$ cat config.mk
export PLATFORM = sky130hd
export DESIGN_NAME = cpu_run_ctrl
export DESIGN_NICKNAME = d
export VERILOG_FILES = /design/src/rtl/cpu_run_ctrl.sv
export SDC_FILE = /design/constraint.sdc
export NUM_CORES = 1
export LEC_CHECK = 0
export CAP_MARGIN = 20
export CORE_ASPECT_RATIO = 0.9
export CORE_MARGIN = 4
export CORE_UTILIZATION = 45
export DETAILED_ROUTE_END_ITERATION = 10
export GPL_ROUTABILITY_DRIVEN = 1
export PLACE_DENSITY_LB_ADDON = 0.15
export REMOVE_ABC_BUFFERS = 1
export SLEW_MARGIN = 20
export SYNTH_ARGS = -nofsm -noshare
export SYNTH_HDL_FRONTEND = slang
export SYNTH_SLANG_ARGS = --single-unit
$ cat constraint.sdc
create_clock -name clkf -period 3.22 [get_ports clkf]
set_clock_uncertainty 0.15 [all_clocks]
set_input_delay 0.483 -clock clkf [delete_from_list [all_inputs] [get_ports clkf]]
set_output_delay 0.483 -clock clkf [all_outputs]
set_load 0.005 [all_outputs]
$ cat src/rtl/cpu_run_ctrl.sv
// cpu_run_ctrl: run/stop sequencer for the KGPRISC core (launch reset, free-run/single-step, halt/budget/abort stop).
// Build macro KGPRISC_HALT_MASK_EN adds a halt_mask input that disables individual halt sources.
module cpu_run_ctrl #(
    parameter int NUM_HALT_SRC = 4,
    parameter int CNT_W        = 32
) (
    input  logic                    clkf,
    input  logic                    rst,
    input  logic                    start,
    input  logic                    step_mode,
    input  logic                    step,
    input  logic [NUM_HALT_SRC-1:0] halt_req,
`ifdef KGPRISC_HALT_MASK_EN
    input  logic [NUM_HALT_SRC-1:0] halt_mask,
`endif
    input  logic [CNT_W-1:0]        max_cycles,
    output logic                    cpu_en,
    output logic                    cpu_rst,
    output logic                    running,
    output logic                    stop,
    output logic [1:0]              halt_cause,
    output logic [NUM_HALT_SRC-1:0] halt_src,
    output logic [CNT_W-1:0]        cycle_cnt
);

    typedef enum logic [2:0] {
        ST_IDLE      = 3'd0,
        ST_LAUNCH    = 3'd1,
        ST_RUN       = 3'd2,
        ST_STEP_WAIT = 3'd3,
        ST_STOPPED   = 3'd4
    } state_t;

    localparam logic [1:0] CAUSE_NONE   = 2'd0;
    localparam logic [1:0] CAUSE_HALT   = 2'd1;
    localparam logic [1:0] CAUSE_BUDGET = 2'd2;
    localparam logic [1:0] CAUSE_ABORT  = 2'd3;

    // CNT_W must be at least 2 for these constants to be well formed.
    localparam logic [CNT_W-1:0]        CNT_ZERO = {CNT_W{1'b0}};
    localparam logic [CNT_W-1:0]        CNT_ONE  = {{(CNT_W-1){1'b0}}, 1'b1};
    localparam logic [NUM_HALT_SRC-1:0] SRC_ZERO = {NUM_HALT_SRC{1'b0}};

    function automatic logic [CNT_W-1:0] sat_inc(input logic [CNT_W-1:0] v);
        return (&v) ? v : (v + CNT_ONE);
    endfunction

    state_t                  state_r;
    state_t                  state_s;
    logic                    start_q_r;
    logic                    step_q_r;
    logic [CNT_W-1:0]        cnt_r;
    logic [CNT_W-1:0]        cnt_s;
    logic [1:0]              cause_r;
    logic [1:0]              cause_s;
    logic [NUM_HALT_SRC-1:0] src_r;
    logic [NUM_HALT_SRC-1:0] src_s;
    logic                    cpu_rst_r;
    logic                    running_r;
    logic                    stop_r;
    logic                    en_s;

    logic                    start_rise_s;
    logic                    start_fall_s;
    logic                    step_rise_s;
    logic [NUM_HALT_SRC-1:0] halt_eff_s;
    logic                    halt_any_s;
    logic                    budget_hit_s;

    // Edge detection on the start and step request levels.
    always_comb begin
        start_rise_s = start & ~start_q_r;
        start_fall_s = ~start & start_q_r;
        step_rise_s  = step & ~step_q_r;
    end

    // Qualify halt requests and compare the enabled-cycle count against the live budget.
    always_comb begin
`ifdef KGPRISC_HALT_MASK_EN
        halt_eff_s = halt_req & ~halt_mask;
`else
        halt_eff_s = halt_req;
`endif
        halt_any_s   = |halt_eff_s;
        budget_hit_s = (max_cycles != CNT_ZERO) && (cnt_r == (max_cycles - CNT_ONE));
    end

    // Next-state, enable and stop-bookkeeping logic.
    always_comb begin
        state_s = state_r;
        en_s    = 1'b0;
        cnt_s   = cnt_r;
        cause_s = cause_r;
        src_s   = src_r;
        case (state_r)
            ST_IDLE: begin
                if (start_rise_s) begin
                    state_s = ST_LAUNCH;
                end else begin
                    state_s = ST_IDLE;
                end
            end
            ST_LAUNCH: begin
                cnt_s   = CNT_ZERO;
                cause_s = CAUSE_NONE;
                src_s   = SRC_ZERO;
                if (step_mode) begin
                    state_s = ST_STEP_WAIT;
                end else begin
                    state_s = ST_RUN;
                end
            end
            ST_RUN, ST_STEP_WAIT: begin
                // Abort is honoured on any cycle; halt and budget only on enabled cycles.
                if (state_r == ST_RUN) begin
                    en_s = 1'b1;
                end else begin
                    en_s = step_rise_s;
                end
                if (en_s) begin
                    cnt_s = sat_inc(cnt_r);
                end else begin
                    cnt_s = cnt_r;
                end
                if (start_fall_s) begin
                    state_s = ST_STOPPED;
                    cause_s = CAUSE_ABORT;
                end else if (en_s && halt_any_s) begin
                    state_s = ST_STOPPED;
                    cause_s = CAUSE_HALT;
                    src_s   = halt_eff_s;
                end else if (en_s && budget_hit_s) begin
                    state_s = ST_STOPPED;
                    cause_s = CAUSE_BUDGET;
                end else if (step_mode) begin
                    state_s = ST_STEP_WAIT;
                end else begin
                    state_s = ST_RUN;
                end
            end
            ST_STOPPED: begin
                if (start_rise_s) begin
                    state_s = ST_LAUNCH;
                end else begin
                    state_s = ST_STOPPED;
                end
            end
            default: begin
                state_s = ST_IDLE;
            end
        endcase
    end

    // State, edge-history, bookkeeping and status output registers.
    always_ff @(posedge clkf) begin
        if (rst) begin
            state_r   <= ST_IDLE;
            start_q_r <= 1'b0;
            step_q_r  <= 1'b0;
            cnt_r     <= CNT_ZERO;
            cause_r   <= CAUSE_NONE;
            src_r     <= SRC_ZERO;
            cpu_rst_r <= 1'b0;
            running_r <= 1'b0;
            stop_r    <= 1'b0;
        end else begin
            state_r   <= state_s;
            start_q_r <= start;
            step_q_r  <= step;
            cnt_r     <= cnt_s;
            cause_r   <= cause_s;
            src_r     <= src_s;
            cpu_rst_r <= (state_s == ST_LAUNCH);
            running_r <= (state_s == ST_RUN) || (state_s == ST_STEP_WAIT);
            stop_r    <= (state_s == ST_STOPPED);
        end
    end

    assign cpu_en     = en_s;
    assign cpu_rst    = cpu_rst_r;
    assign running    = running_r;
    assign stop       = stop_r;
    assign halt_cause = cause_r;
    assign halt_src   = src_r;
    assign cycle_cnt  = cnt_r;

endmodule

==> results of run 1 <==
==> state kept, by name, indices dropped and copies added (netlist names) <==
| signal | cells |
|---|---|
| cpu_rst | 1 |
| cycle_cnt | 32 |
| halt_cause | 2 |
| halt_src | 4 |
| running | 1 |
| start_q_r | 1 |
| state_r | 3 |
| step_q_r | 1 |
| stop | 1 |
==> worst max-delay path, delay by kind of cell <==
kind / cells / cell delay (ns)
simple gates: 4 / 1.67
compound gates: 4 / 0.85
buf+inv: 2 / 0.30
==> cells in the final DEF, fill, tap and decap left out, types with 3 or more instances in the layout <==
cell type,count
nor3_1,15
buf_4,68
and3_1,4
dfxtp_1,46
clkbuf_2,4
inv_1,15
xor2_1,27
dlygate4sd2_1,3
nor4_1,10
nor4_4,3
nand4b_1,5
clkbuf_8,5
clkdlybuf4s15_1,3
a21oi_1,20
o32ai_1,3
or3_4,3
xnor2_1,31
or4_4,5
o21ai_2,3
nand2b_1,8
dlymetal6s2s_1,3
o21ai_0,11
o31ai_1,3
nand2_1,23
or3_1,13
and4_1,6
nor4_2,4
nor2b_1,7
nor4b_1,3
a31oi_1,7
nand3_1,22
and2_1,4
buf_6,3
nor2_1,50
a21o_1,3
nand4_1,12
clkdlybuf4s50_1,67
==> layer usage <==
| metal | vias to the layer above | part of all wire (%) |
|---|---|---|
| li1 | 1820 | - |
| met1 | 1803 | 45 |
| met4 | 0 | 1.5 |
| met5 | - | 0 |
| met3 | 15 | 5.2 |
| met2 | 109 | 48 |
==> cells by family (layout without fill, tap and decap cells) <==
| kind of cell | Yosys count | in the layout |
|---|---|---|
| AO/OA/AOI/OAI | 73 | 73 |
| multiplexers | 2 | 2 |
| adder cells (fa/ha/maj) | 3 | 3 |
| buffers and inverters | 28 | 175 |
| flip-flops | 46 | 46 |
| AND/OR/NAND/NOR | 207 | 207 |
| XOR/XNOR | 58 | 58 |
==> synth_stat cells (3+ instances only) <==
library cell and n:
a21o_1 3, a21oi_1 20, a31oi_1 7, and2_1 4
and3_1 4, and4_1 6, clkbuf_1 10, dfxtp_1 46
ha_1 3, inv_1 15, nand2_1 23, nand2b_1 8
nand3_1 23, nand4_1 12, nand4b_1 5, nor2_1 50
nor2b_1 7, nor3_1 16, nor4_1 14, nor4_2 3
nor4b_1 3, o21ai_0 13, o31ai_1 3, o32ai_1 4
or3_1 16, or4_1 6, xnor2_1 31, xor2_1 27
==> stage by stage <==
stage | util [%] | cells | worst slack [ns] | hold WS, ns | instance area (sq um)
after global placement | 65.8 | 647 | -0.655 | 0.305 | 4630
final | 69.5 | 657 | 0.0112 | 0.332 | 4890
after CTS | 68.5 | 656 | 0.00727 | 0.335 | 4820
after detailed placement | 65.8 | 647 | -0.671 | 0.316 | 4630
after global routing | 69.5 | 657 | -0.0623 | 0.361 | 4890
after floorplan | - | 404 | -0.105 | 0.306 | 3180
==> layout make-up <==
type / instances / area, sq um
Timing Repair Buffer: 152 / 1340
Clock inverter: 3 / 18.8
Fill cell: 595 / 2150
Sequential cell: 46 / 921
Tap cell: 93 / 116
Inverter: 15 / 56.3
Clock buffer: 5 / 68.8
Multi-Input combinational cell: 343 / 2370
==> worst max-delay path by stage <==
stage                    from       endpoint  slack (ns)  cells past startpoint
6_report        max_cycles[3]  halt_cause[1]        0.01                     10
3_3_place_gp    max_cycles[2]  halt_cause[0]       -0.65                     10
2_1_floorplan   max_cycles[2]  halt_cause[0]       -0.11                      8
4_1_cts        max_cycles[10]  halt_cause[1]       0.007                     10
5_1_grt         max_cycles[3]  halt_cause[1]       -0.06                     10
3_5_place_dp    max_cycles[2]  halt_cause[0]       -0.67                     10
==> repair_timing <==
action                                 4_1_cts  5_1_grt
setup buffers                                1        1
pin swaps                                   13       17
endpoints found under the hold margin        0        0
resized for setup                           38       28
setup endpoints to repair                    7        7
==> power breakdown <==
part | total [W] | switching (W) | leakage (nW) | internal (W)
clock network | 0.000365 | 0.000212 | 0.0483 | 0.000153
registers | 0.000591 | 0.00000896 | 0.372 | 0.000582
logic | 0.000320 | 0.000160 | 1.36 | 0.000160
total | 0.00128 | 0.000381 | 1.78 | 0.000896
==> key figures, run 1 <==
Status
  – Status: completed

Worst setup path
  – CP max-delay cell: or4_4
  – Worst r2r src: cycle_cnt[3]
  – Crit path kind: in -> reg
  – CP cell instances: buf_6 > or4_4 > or4_4 > o21ai_2 > o2111ai_2 > nor4_2 > nand4b_1 > a2111oi_4 > buf_4 > o221a_1
  – Most used cell, CP: or4_4
  – R2R cell count: 9
  – Required time worst endpoint: 3.31 ns
  – Reg2reg end: cycle_cnt[4]
  – Reg2Reg Setup Slack: 0.29 ns
  – Crit path largest cell delay: 0.61 ns
  – Crit path max fanout: 7
  – Worst EP arrival: 3.30 ns
  – Worst setup EP type: flip-flop
  – Worst setup SP type: input port

Drt
  – Vias per cell: 5.70
  – DRT antenna net count: 0
  – Wire per inst: 16.1 um
  – Initial DRT Pass Iterations: 5
  – Drt drc: 0
  – Routed WL: 10.6 mm
  – Via count: 3,747
  – DR iter-0 viols: 186

Synthesis
  – Ys async rst share: 0%
  – FF+latch count, synth: 46
  – Synth Area in XOR/XNOR: 15.7%
  – Synth Flop Type: dfxtp_1
  – Multiplexer area fraction after synthesis: 0.619%
  – Leading area contributor after synthesis: dfxtp_1
  – Synth Area in Compound Gates: 15.4%
  – Post-synthesis cell count: 417
  – Yosys warnings: 0
  – Post-synth EDFFs: 0
  – Main combinational cell family by area after synthesis: simple AND/OR/NAND/NOR gates
  – Synth area leaders: dfxtp_1 28%, xnor2_1 8.4%, xor2_1 7.3%
  – Simple-gate share of the synthesized area: 35.1%
  – Synth unique cells: 54
  – Post-synth top area share: 28.5%
  – Syn_area_per_cell: 7.76 sq um
  – Synthesized cell area: 3240 sq um
  – Adder-cell share of the synthesized area: 1.16%
  – Seq/Total Area, Yosys: 28.5%

STA
  – Rel. slew slack: 54.2%
  – Setup TNS: 0 ns
  – Max-slew violations: 0
  – Fmax achieved: 312 MHz
  – Shortest period the worst path allows: 3.21 ns
  – Tightest Pin Transition: 0.686 ns
  – Final hold viol count: 0
  – Fin crit share: 99.7%
  – Final setup violation count: 0
  – RSZ-0062 raised after global routing: true

CTS
  – H-Tree Depth: 2
  – Hold buffers post-CTS: 0
  – Num CTS Buffers: 5
  – CTS tree: yes
  – Clock Pin Slew Worst Setup and Hold Paths: 0.10 ns
  – CTS Buffer Depth: 2
  – Clock insertion delay at the later pin of the skew report: 0.30 ns
  – Root Buffer: clkbuf_8
  – CTS sink cnt: 46

Global routing
  – Vias in the first global route: 3,550
  – Global route overflow: 0
  – GR Util All Layers: 24.1%
  – GR peak layer: met2
  – GRT met2 Usage: 42.3%
  – Initial antenna violation count: 0
  – Met3 Track Usage GR: 4.49%
  – Pin count of the biggest net entering global routing: 19
  – Met1 usage: 31.1%
  – Global-route wire length before repair: 17.1 mm

Place
  – Buffers on Ports: 82
  – Placer's final routability congestion estimate: 0.902
  – Dpl hpwl: 8.30 mm

Worst hold path
  – Hold WC Path Type: reg -> reg
  – Hold path endpoint: halt_src[3]
  – WHS Path Cells: 2
  – HP Start: halt_src[3]

Final layout
  – ANT cells: 0
  – Share of layout cells above drive strength 1: 20.4%
  – Area growth syn-to-layout: 51.2%
  – Nets@finish: 607

Die
  – Die width: 97.4 um
  – Site Rows: 29
  – # IOs: 83
  – Die Ht: 88.4 um
  – Die area: 8610 sq um
  – Core area: 7040 sq um
  – Starting density of the core: 46.0%

Power and ir drop
  – Max VDD drop: 312 uV
  – Lkg Pwr: 1.78 nW
  – Pwr Total: 0.00128 W
  – PwrDens: 261 nW/um^2

Flow run
  – Max-Cap Viols: 0
No activity file was read; power rests on OpenSTA's default activity.
==> run 2, diff against run 1 <==
Clock period 3.22 ns to 2.6 ns, I/O delays scaled along.
==> run 2 against run 1 <==
Effect of this change: first-iteration DRC count increased by 36%; the run now ends with setup timing left; die area unchanged; critical path type unchanged; highest routed layer unchanged; total power increased by 28%; sequential power increased by 24%; worst setup slack got worse by 0.37 ns; worst hold slack got worse by 0.0078 ns; flip-flop and latch count unchanged; critical path depth unchanged.
==> key figures, run 2 (synthesized netlist as in run 1, its figures left out) <==
Place
  – Dpl hpwl: 8.73 mm
  – Placer's final routability congestion estimate: 0.902
  – Buffers on Ports: 82
  – DP Worst Slack: -1.21 ns

Global routing
  – Vias in the first global route: 3,866
  – GR Util All Layers: 26.3%
  – Global route overflow: 0
  – Global-route wire length before repair: 18.6 mm
  – Pin count of the biggest net entering global routing: 34
  – Initial antenna violation count: 1

Final layout
  – Most frequent cells in the layout: 97 x buf_4, 65 x clkdlybuf4s50_1, 50 x nor2_1
  – Max reg flops: 32
  – FF/Latch Area: 923 sq um
  – Layout fillers: 542
  – Fin util: 74.0%
  – Nets@finish: 640
  – Share of layout cells above drive strength 1: 26.6%
  – Area of the multi-input gates: 2430 sq um
  – Area growth syn-to-layout: 61.1%
  – Most common cell after layout, fill and taps aside: buf_4

STA
  – Rel. slew slack: 67.4%
  – Shortest period the worst path allows: 2.96 ns
  – Final setup violation count: 7
  – Final hold viol count: 0
  – Fin Hold WS: 0.324 ns
  – Setup TNS: -2.25 ns
  – Max-slew violations: 0
  – RSZ-0062 raised after global routing: true
  – Setup WS post-layout: -0.361 ns
  – Tightest Pin Transition: 0.485 ns
  – Fin crit share: 114%
  – Fmax achieved: 338 MHz

Die
  – # IOs: 83
  – Core area: 7040 sq um
  – Site Rows: 29
  – Die Ht: 88.4 um
  – Die area: 8610 sq um
  – Die width: 97.4 um
  – Starting density of the core: 46.0%

Drt
  – Routed WL: 11.5 mm
  – Via count: 3,967
  – DR iter-0 viols: 253
  – Vias per cell: 5.74
  – Initial DRT Pass Iterations: 4
  – DRT antenna net count: 0
  – Wire per inst: 16.6 um
  – Drt drc: 0

Power and ir drop
  – PwrDens: 312 nW/um^2
  – Max VDD drop: 292 uV
  – Pwr Total: 0.00163 W
  – Lkg Pwr: 1.95 nW

Worst setup path
  – Worst EP arrival: 2.98 ns
  – Worst setup SP type: input port
  – Reg2Reg Setup Slack: -0.06 ns
  – Crit path max fanout: 7
  – Required time worst endpoint: 2.62 ns
  – Crit path kind: in -> reg
  – Worst setup EP type: flip-flop

Flow run
  – Max-Cap Viols: 0

Status
  – Status: complete, but fails checks
  – Failing checks: setup timing

CTS
  – Clock insertion delay at the later pin of the skew report: 0.31 ns
  – Num CTS Buffers: 5
  – CTS tree: yes
  – Root Buffer: clkbuf_8
  – Clock Pin Slew Worst Setup and Hold Paths: 0.10 ns
  – CTS sink cnt: 46
  – H-Tree Depth: 2
  – CTS Buffer Depth: 2

Worst hold path
  – Hold WC Path Type: reg -> reg
==> run 2: critical path, cell delays in order <==
cell	delay, ns
buf_6	0.09
or4_4	0.55
or3_4	0.40
a2111oi_4	0.34
nand4b_1	0.16
nor4_2	0.33
nand4b_1	0.20
a2111oi_4	0.25
buf_6	0.18
a311oi_1	0.09
==> run 2: what timing repair did <==
item                                    CTS  global route
endpoints found under the setup margin   20            28
pin swaps                                25            11
cloned                                    0             1
buffers inserted                          6             5
gates resized for setup                  71            26
hold buffers                              0             0
==> run 2: area by class of cell <==
cell class | count | share of cell area, %
multi-input combinational | 343 | 46.7
timing repair buffer | 185 | 30.5
sequential | 46 | 17.7
tap | 93 | 2.23
clock buffer | 5 | 1.32
inverter | 15 | 1.08
clock inverter | 3 | 0.456
antenna | 1 | 0.0480
==> run 2: power by group <==
group,switching (W),total (W),internal (W)
clock network,0.000276,0.000469,0.000193
registers,0.0000115,0.000733,0.000721
logic,0.000212,0.000427,0.000215
==> run 2: worst paths after layout <==
path,start,end,depth (start not counted)
setup / recovery,max_cycles[5],halt_cause[0],10
hold / removal,halt_src[1],halt_src[1],2
setup reg to reg,cycle_cnt[6],halt_cause[0],9
hold reg to reg,halt_src[1],halt_src[1],2
==> run 2: per-stage QoR <==
step                instances  area [sq um]
finish                    691          5210
global route              691          5210
CTS                       684          5050
detailed placement        671          4810
global placement          671          4810
floorplan                 404          3180
==> run 2: layer usage <==
layer | GRT usage, % | part of all wire (%) | up-vias | routed length (um)
li1 | - | - | 1885 | -
met3 | 5.44 | 6.4 | 21 | 736
met1 | 32.8 | 42 | 1908 | 4820
met2 | 46.7 | 50 | 153 | 5710
met5 | 0 | 0 | - | 0
met4 | 7.17 | 1.9 | 0 | 221
==> run 3, diff against run 2 <==
Settings changed: RECOVER_POWER set to 100.
==> run 3 against run 2 <==
Effect of this change: the run still ends with setup timing left; final cell count unchanged; maximum frequency shrank 0.19%; via count is 0.48% lower; utilization shrank 0.92 points; highest routed layer unchanged.
==> key figures, run 3 (synthesized netlist as in run 1, its figures left out) <==
Status
  – Status: complete, but fails checks
  – Failing checks: setup timing

Power and ir drop
  – Pwr Total: 0.00161 W
  – Sw frac: 30.7%
  – NetSw: 0.000496 W
  – PwrDens: 314 nW/um^2
  – Max VDD drop: 288 uV
  – Clock network power share: 29.0%
  – Combinational power share: 25.7%
  – Lkg Pwr: 1.99 nW
  – Sequential fraction of design power: 45.3%
  – Int Power: 0.00112 W

STA
  – Final hold viol count: 0
  – RSZ-0062 raised after global routing: true
  – Tightest Pin Transition: 0.621 ns
  – Fin Hold WS: 0.322 ns
  – Fmax achieved: 337 MHz
  – Setup TNS: -3.66 ns
  – Max-slew violations: 0
  – Setup WS post-layout: -0.367 ns
  – Final setup violation count: 26
  – Shortest period the worst path allows: 2.97 ns
  – Fin crit share: 114%
  – Rel. slew slack: 58.6%

Worst hold path
  – Hold WC Path Type: reg -> reg
  – HP Start: halt_src[1]
  – WHS Path Cells: 2

Worst setup path
  – Worst setup EP type: flip-flop
  – Crit path from: max_cycles[5]
  – Worst setup SP type: input port
  – Bufs and invs on worst path: 2
  – Crit path max fanout: 7
  – R2R cell count: 11
  – CP max-delay cell: or4_4
  – CP Depth: 10
  – Reg2Reg Setup Slack: -0.09 ns
  – CP cell instances: buf_6 > or4_4 > or3_4 > a2111oi_4 > nand4b_1 > nor4_2 > nand4b_1 > a2111oi_4 > buf_6 > a311oi_1
  – Crit path kind: in -> reg
  – Worst r2r src: cycle_cnt[6]
  – Largest delay share family, worst path: simple AND/OR/NAND/NOR gates
  – Required time worst endpoint: 2.62 ns
  – Crit path largest cell delay: 0.55 ns
  – Worst EP arrival: 2.98 ns

Global routing
  – Initial antenna violation count: 1
  – GRT met2 Usage: 46.7%
  – Met3 Track Usage GR: 5.44%
  – Pin count of the biggest net entering global routing: 34
  – GR Util All Layers: 26.3%
  – Vias in the first global route: 3,866
  – GR peak layer: met2
  – Global-route wire length before repair: 18.6 mm
  – Met1 usage: 32.8%
  – Global route overflow: 0

Drt
  – Via count: 3,948
  – Wire per inst: 16.5 um
  – Routed WL: 11.4 mm
  – DRT antenna net count: 0
  – DR iter-0 viols: 211
  – Vias per cell: 5.71
  – Drt drc: 0
  – Initial DRT Pass Iterations: 4

CTS
  – Num CTS Buffers: 5
  – CTS sink cnt: 46
  – Clock insertion delay at the later pin of the skew report: 0.31 ns
  – Root Buffer: clkbuf_8
  – Hold buffers post-CTS: 0
  – CTS tree: yes
  – Clock Pin Slew Worst Setup and Hold Paths: 0.09 ns
  – H-Tree Depth: 2
  – CTS Buffer Depth: 2

Final layout
  – Fin util: 73.1%
  – Layout fillers: 560
  – Share of layout cells above drive strength 1: 23.8%
  – Max reg flops: 32
  – Most frequent cells in the layout: 83 x buf_4, 50 x nor2_1, 46 x dfxtp_1
  – Final Cell Area: 5150 sq um
  – Nets@finish: 640
  – Area growth syn-to-layout: 59.0%
  – Most common cell after layout, fill and taps aside: buf_4

Place
  – Dpl hpwl: 8.73 mm
  – Buffers on Ports: 82
  – Placer's final routability congestion estimate: 0.902
  – Dpl cell area: 4810 sq um

Die
  – Die width: 97.4 um
  – Die area: 8610 sq um
  – Core area: 7040 sq um
  – Site Rows: 29
  – Die Ht: 88.4 um
  – # IOs: 83
  – Starting density of the core: 46.0%

Flow run
  – Max-Cap Viols: 0
-- run 3: per-stage QoR --
step	setup WS, ns	cells
after floorplan	-0.632	404
after global placement	-1.15	671
after detailed placement	-1.21	671
after CTS	-0.293	684
after global routing	-0.442	691
final	-0.367	691
-- run 3: layout make-up --
cell class / count / area (sq um) / share of cell area [%]
diodes: 1 / 2.50 / 0.0486
clock buffers: 5 / 68.8 / 1.34
clock inverters: 3 / 23.8 / 0.462
inverters: 15 / 56.3 / 1.09
multi-input cells: 343 / 2420 / 47.0
flip-flops and latches: 46 / 921 / 17.9
well taps: 93 / 116 / 2.26
repair buffers: 185 / 1540 / 29.9
-- run 3: worst paths after layout --
path | endpoint
setup / recovery | halt_cause[0]
hold reg to reg | halt_src[1]
setup reg to reg | cycle_cnt[3]
hold / removal | halt_src[1]
-- run 3: per-layer routing --
metal  wire length, um  up-vias
li1                  -     1884
met1              4870     1911
met2              5660      134
met3               683       19
met4               215        0
met5                 0        -
-- run 3: worst min-delay path: stages (launching register included) --
cell and delay (ns):
dfxtp_1 0.32, nand2b_1 0.06, a21oi_1 0.05
-- run 3: power by group through the flow --
stage	Sequential, W	Combinational (W)	Clock, W
floorplan	0.000754	0.000148	0
CTS	0.000732	0.000409	0.000484
global route	0.000734	0.000448	0.000515
detailed placement	0.000748	0.000398	0
finish	0.000732	0.000415	0.000468
global placement	0.000748	0.000391	0
-- run 3: what timing repair did --
action	CTS	global route
pin swaps	25	11
setup endpoints to repair	20	28
cloned	0	1
buffers inserted	6	5
resized for setup	71	26
